===== src/rtl/channel_tx_arbiter.sv =====
// Round-robin merge of SOURCES producers into one channel stream with an 8-bit source-id header.
// Accept-to-out_valid latency 1 cycle; no source is granted while the output register holds an unaccepted word.
module channel_tx_arbiter #(
  parameter int WIDTH   = 128,
  parameter int SOURCES = 4
) (
  input  logic                           clk,
  input  logic                           reset,
  input  logic [SOURCES*(WIDTH-8)-1:0]   src_data,
  input  logic [SOURCES-1:0]             src_valid,
  output logic [SOURCES-1:0]             src_ready,
  output logic [WIDTH-1:0]               out_data,
  output logic                           out_valid,
  input  logic                           out_ready,
  output logic                           has_message_flying,
  output logic [31:0]                    sent_count,
  output logic [31:0]                    stall_cycles
);

  localparam int PAYLOAD_W = WIDTH - 8;
  localparam int PTR_W     = (SOURCES > 1) ? $clog2(SOURCES) : 1;
  localparam logic [PTR_W-1:0] LAST_SRC = PTR_W'(SOURCES - 1);

  typedef struct packed {
    logic [7:0]           id;
    logic [PAYLOAD_W-1:0] payload;
  } word_t;

  word_t            out_word;
  logic [PTR_W-1:0] rr_ptr;
  logic [PTR_W-1:0] grant_idx;
  logic [PTR_W-1:0] scan_idx;
  logic             grant_found;
  logic             grant_vld;
  logic             load_ok;
  logic             out_valid_nxt;

  assign load_ok = !out_valid || out_ready;

  // Scan from rr_ptr upward with wrap; first valid source wins.
  always_comb begin
    grant_found = 1'b0;
    grant_idx   = '0;
    scan_idx    = rr_ptr;
    for (int i = 0; i < SOURCES; i++) begin
      if (!grant_found && src_valid[scan_idx]) begin
        grant_found = 1'b1;
        grant_idx   = scan_idx;
      end
      scan_idx = (scan_idx == LAST_SRC) ? '0 : scan_idx + 1'b1;
    end
  end

  assign grant_vld = load_ok && grant_found && !reset;

  always_comb begin
    src_ready = '0;
    if (grant_vld) begin
      src_ready[grant_idx] = 1'b1;
    end
  end

  assign out_valid_nxt = grant_vld || (out_valid && !out_ready);

  always_ff @(posedge clk) begin
    if (reset) begin
      out_valid          <= 1'b0;
      out_word           <= '0;
      rr_ptr             <= '0;
      has_message_flying <= 1'b0;
      sent_count         <= '0;
      stall_cycles       <= '0;
    end else begin
      out_valid <= out_valid_nxt;
      if (grant_vld) begin
        out_word.id      <= 8'(grant_idx);
        out_word.payload <= src_data[int'(grant_idx)*PAYLOAD_W +: PAYLOAD_W];
        rr_ptr           <= (grant_idx == LAST_SRC) ? '0 : grant_idx + 1'b1;
      end
      if (out_valid && out_ready) begin
        sent_count <= sent_count + 32'd1;
      end
      if (out_valid && !out_ready && (stall_cycles != 32'hFFFF_FFFF)) begin
        stall_cycles <= stall_cycles + 32'd1;
      end
      has_message_flying <= (|src_valid) || out_valid_nxt;
    end
  end

  assign out_data = out_word;

endmodule

===== config.mk =====
export PLATFORM = sky130hd
export DESIGN_NAME = channel_tx_arbiter
export DESIGN_NICKNAME = d
export VERILOG_FILES = /design/src/rtl/channel_tx_arbiter.sv
export SDC_FILE = /design/constraint.sdc
export NUM_CORES = 1
export LEC_CHECK = 0
export CAP_MARGIN = 20
export CORE_AREA = 3 3 267 269
export CTS_CLUSTER_SIZE = 10
export DETAILED_ROUTE_END_ITERATION = 8
export DIE_AREA = 0 0 270 272
export SKIP_LAST_GASP = 1
export SYNTH_ARGS = -nofsm -noshare
export SYNTH_HDL_FRONTEND = slang
export SYNTH_SLANG_ARGS = --single-unit

===== constraint.sdc =====
create_clock -name clk -period 2.55 [get_ports clk]
set_clock_uncertainty 0.1 [all_clocks]
set_input_delay 0.3825 -clock clk [delete_from_list [all_inputs] [get_ports clk]]
set_output_delay 0.3825 -clock clk [all_outputs]
set_load 0.1 [all_outputs]

# [Word level (Yosys, flattened, before mapping)]
# Index checks and enable logic that the tools add are counted.
[totals] regBits=190 input_bits=487 romBits=0 latch_bits=0 ramBits=0 memories=0
[classes] multipliers=1 reduce_logical=19 n_bitwise=0 n_eq_ne=5 n_shift=1 n_lt_le_gt_ge=6 div=0 n_addsub=6 muxes=23
[ops] cell="$shiftx A480 B10 Y120" count=1
[ops] cell="$add A32 B1 Y32 const B" count=2
[ops] cell="$ne A32 B32 Y1 const B" count=1
[ops] cell="$mux W2" count=8
[ops] cell="$lt A2 B3 Y1 const B" count=5
[ops] cell="$logic_and A1 B1 Y1" count=9
[ops] cell="$mux W1" count=9
[ops] cell="$add A2 B1 Y2 const B" count=4
[ops] cell="$bmux W1 S2" count=4
[ops] cell="$eq A2 B2 Y1 const B" count=4
[ops] cell="$logic_not A1 Y1" count=6
[ops] cell="$mul A2 B4 Y6 const B" count=1
[ops] cell="$mux W4" count=1
[ops] cell="$reduce_or A4 Y1" count=1
[ops] cell="$logic_or A1 B1 Y1" count=3
[ops] cell="$demux W1 S2" count=1
[ops] cell="$ge A2 B1 Y1 const B" count=1

# [Depth between registers and ports, before layout]
[logic_depth] depth_word=17 mapped_depth=11 depth_no_buf=8

# [Worst setup path before layout]
# OpenSTA, ideal clock, no wires.
[synth_path] path_kind="reg2out" from="register rr_ptr[0]" to="output src_ready[1]" path_stages_with_launch=10 path_buffers=3 required_time_ps=2068 slack_ps=-726 t_arrival_ps=2794 cell_sequence="dfxtp_1 > ha_1 > buf_2 > nor3b_1 > a311oi_1 > nor4_1 > buf_2 > buf_1 > ha_1 > and2_1"
[synth_between] elab_chain_cells=17
[synth_rtl] element="start, declared" line_no="30" rtl="logic [PTR_W-1:0] rr_ptr;"
[synth_rtl] element="start signal, assigned" line_no="78" rtl="rr_ptr <= (grant_idx == LAST_SRC) ? '0 : grant_idx + 1'b1;"
[synth_rtl] element="branches (longest 11 deep; another with $add A2 B1 Y2)"
[synth_rtl] element="$mux W2 *" line_no="46" rtl="if (!grant_found && src_valid[scan_idx]) begin"
[synth_rtl] element="net grant_idx[0]" line_no="31" rtl="logic [PTR_W-1:0] grant_idx;"
[synth_rtl] element="$lt A2 B3 Y1 (not written as such) / $ge A2 B1 Y1 (equally long branches)" line_no="59" rtl="src_ready[grant_idx] = 1'b1;"
[synth_rtl] element="$logic_and A1 B1 Y1 (not written as such)" line_no="59"
[synth_rtl] element="$mux W1 (not written as such)" line_no="59"
[synth_rtl] element="$demux W1 S2 *" line_no="59"
[synth_rtl] element="$mux W4 *" line_no="58" rtl="if (grant_vld) begin"
[synth_rtl] element="end, declared" line_no="11" rtl="output logic [SOURCES-1:0] src_ready,"
# Mark *: on every way through the listed nets, which the timed path passes. The select of a mux whose other input is x is not followed.

# [Worst setup path after layout]
# Ends and elaborated chain as after synthesis.

==> flow_metrics.env <==
export IMPL_slowest_delay_ns=0.54
export IMPL_synth_edf_count=0
export IMPL_ys_seq_elements=190
export IMPL_r2r_end="out_data[46]"
export IMPL_required_ns=2.07
export IMPL_total_power_mw=23.9
export IMPL_vias_per_cell=4.20
export IMPL_drt_pass1_iterations=4
export IMPL_clkLatencyLatePin_ns=0.49
export IMPL_postRouteWirelength_mm=60.7
export IMPL_path_clk_slew_ns=0.08
export IMPL_num_io_pins=685
export IMPL_layout_common_cells="clkdlybuf4s50_1 (485), buf_4 (276), mux2i_1 (223)"
export IMPL_path_cells="ha_4 -> nor2_4 -> mux4_2 -> or2_4 -> o21bai_4 -> inv_2 -> ha_1 -> and2_4 -> buf_12"
export IMPL_critical_path_buf_inv_count=2
export IMPL_min_path_cells=2
export IMPL_hold_path_class="in -> reg"
export IMPL_synthFlopType="dfxtp_1"
export IMPL_worstHoldEndpoint="out_valid"
export IMPL_regArea_um2=3840
export IMPL_outcome="complete, but fails checks"
export IMPL_dp_slack_ns=-0.624
export IMPL_drt_iter0_drc=462
export IMPL_min_delay_start="reset"
export IMPL_area_growth_syn_to_layout_pct=93.6
export IMPL_htree_levels=4
export IMPL_first_global_vias=12500
export IMPL_root_buffer="clkbuf_16"
export IMPL_hold_viol_final=0
export IMPL_tightest_slew_ns=0.739
export IMPL_grt_max_degree=67
export IMPL_max_clock_path_buffers=2
export IMPL_clock_fmax_ghz=0.313
export IMPL_antenna_found_initial=27
export IMPL_timing_final_ws_setup_ns=-0.647
export IMPL_io_buffer_count=678
export IMPL_cts_made_buffers=17
export IMPL_final_period_utilization=1.25
export IMPL_crit_type="reg -> out"
export IMPL_ys_seq_area_frac=0.349
export IMPL_ant_nets=0
export IMPL_die_x_um=270
export IMPL_cts_sinks=190
export IMPL_track_usage=0.159
export IMPL_r2r_slack_ns=-0.40
export IMPL_route_detailed_drc=0
export IMPL_ir_drop_mv=0.749
export IMPL_die_h_um=272
export IMPL_violations="setup timing"
export IMPL_fill_cells=7102
export IMPL_reg2regPathDepth=14
export IMPL_row_count=96
export IMPL_cpLargestDelayFamily="multiplexers"
export IMPL_p_leak_nw=8.36
export IMPL_synth_area_per_cell_um2=10.0
export IMPL_syn_cell_area_um2=10900
export IMPL_grt_overflow=0
export IMPL_worstReg2RegStart="rr_ptr[0]"
export IMPL_cap_violations=0
export IMPL_vias=11800
export IMPL_post_drt_wl_per_cell_um=21.5
export IMPL_cp_start_kind="flop"
export IMPL_cpMaxStageDelayCell="mux4_2"
export IMPL_multi_input_area_um2=6960
export IMPL_grt_pass1_wl_mm=86.7
export IMPL_hpwl_mm=48.3
export IMPL_syn_inst=1089
export IMPL_slew_violations=0
export IMPL_core_area_um2=68800
export IMPL_drive_above_1_share=0.341
export IMPL_synthArstFlopShare=0
export IMPL_ys_warn_count=0
export IMPL_dieArea_um2=73400
export IMPL_ys_types=55
export IMPL_cp_arrival_ns=2.71
export IMPL_relSlewSlack=0.508
export IMPL_p_per_area_nw_per_um2=1130
export IMPL_min_period_ns=3.20
export IMPL_nets=2360
export IMPL_initial_utilization=0.158
export IMPL_setup_violations_final=125
export IMPL_rsz0062_at_grt="true"
export IMPL_end_kind="output port"
export IMPL_place_congestion=0.958
export IMPL_critPathMaxFanout=4
export IMPL_cts_tree="built"
export IMPL_final_common_cell="clkdlybuf4s50_1"
[metrics by stage]
| stage | TNS (ns) | area, µm² | util | hold WS [ns] | instances |
|---|---|---|---|---|---|
| floorplan | -0.0838 | 11000 | - | 0.435 | 1094 |
| global placement | -52.54 | 19200 | 0.279 | 0.332 | 2739 |
| detailed placement | -55.20 | 19200 | 0.279 | 0.352 | 2739 |
| CTS | -36.47 | 20900 | 0.304 | 0.0666 | 2813 |
| global route | -46.88 | 21100 | 0.306 | 0.124 | 2815 |
| finish | -33.01 | 21100 | 0.306 | 0.127 | 2817 |
[registers in the layout (all words and copies together), names as in the netlist]
name and count:
out_valid 1, sent_count 32, rr_ptr 2, stall_cycles 32, has_message_flying 1, out_data 122
[metal layers]
metal / track usage / vias to the layer above / wire [µm]
met5: 0 / - / 53
met4: 0.0461 / 8 / 1270
met3: 0.0489 / 58 / 4280
met2: 0.281 / 430 / 30600
met1: 0.186 / 5716 / 24500
li1: - / 5617 / -
[worst reg2reg max path, cell delays in order, from the launching register on]
cell and delay, ns:
dfxtp_4 0.37, ha_4 0.17, buf_4 0.14, o21ai_2 0.12, or4b_4 0.50, a211oi_4 0.33, buf_4 0.17, buf_6 0.10
o21ba_4 0.16, buf_12 0.14, buf_6 0.12, buf_12 0.10, bufbuf_16 0.25, nand2_1 0.06, o221ai_2 0.06
[power breakdown]
group / leakage (nW) / internal (mW) / total [mW] / switching [mW]
Sequential: 1.57 / 3.71 / 4.21 / 0.499
Clock: 0.292 / 1.41 / 2.83 / 1.42
Combinational: 6.50 / 6.69 / 16.9 / 10.2
[logic make-up after synthesis]
kind of cell	count (synthesis)	synth area share
AND/OR/NAND/NOR	321	0.138
multiplexers	249	0.230
flip-flops	190	0.349
AO/OA/AOI/OAI	177	0.180
buffers and inverters	101	0.0593
XOR/XNOR	43	0.0346
adder cells (fa/ha/maj)	7	0.00804
other	1	0.000344
[worst max-delay path by stage]
| stage | start | endpoint | slack, ns | depth (start not counted) |
|---|---|---|---|---|
| floorplan | rr_ptr[0] | src_ready[2] | -0.03 | 7 |
| global placement | src_valid[1] | out_data[29] | -0.63 | 10 |
| detailed placement | src_valid[1] | out_data[29] | -0.62 | 10 |
| CTS | rr_ptr[0] | src_ready[1] | -0.73 | 9 |
| global route | rr_ptr[0] | src_ready[1] | -0.81 | 9 |
| finish | rr_ptr[0] | src_ready[1] | -0.65 | 9 |
[cell usage after synthesis, types with 16 or more instances]
master | count | area share
dfxtp_1 | 190 | 0.35
xor2_1 | 24 | 0.019
nor3_1 | 16 | 0.0074
mux2i_1 | 248 | 0.23
a21oi_1 | 22 | 0.010
nor2_1 | 56 | 0.019
nand4_1 | 16 | 0.0092
o221ai_1 | 32 | 0.026
nand3_1 | 24 | 0.011
o221ai_2 | 89 | 0.12
or3_1 | 19 | 0.011
xnor2_1 | 19 | 0.015
buf_2 | 33 | 0.015
buf_4 | 23 | 0.016
nand2_1 | 147 | 0.051
o21ai_0 | 18 | 0.0083
[final cells by class]
type	count	area share
antenna	7	0.000831
clock buffer	18	0.0208
clock inverter	14	0.00683
inverter	13	0.00231
multi-input combinational	803	0.330
sequential	190	0.182
tap	931	0.0553
timing repair buffer	841	0.402
[timing repair]
| action | 4_1_cts | 5_1_grt |
|---|---|---|
| hold buffers | 0 | 0 |
| buffers inserted | 29 | 5 |
| cloned | 16 | 0 |
| resized for setup | 110 | 73 |
| endpoints found under the setup margin | 125 | 126 |
| pin swaps | 5 | 2 |
Note: power is estimated with default switching activity, not from simulation.
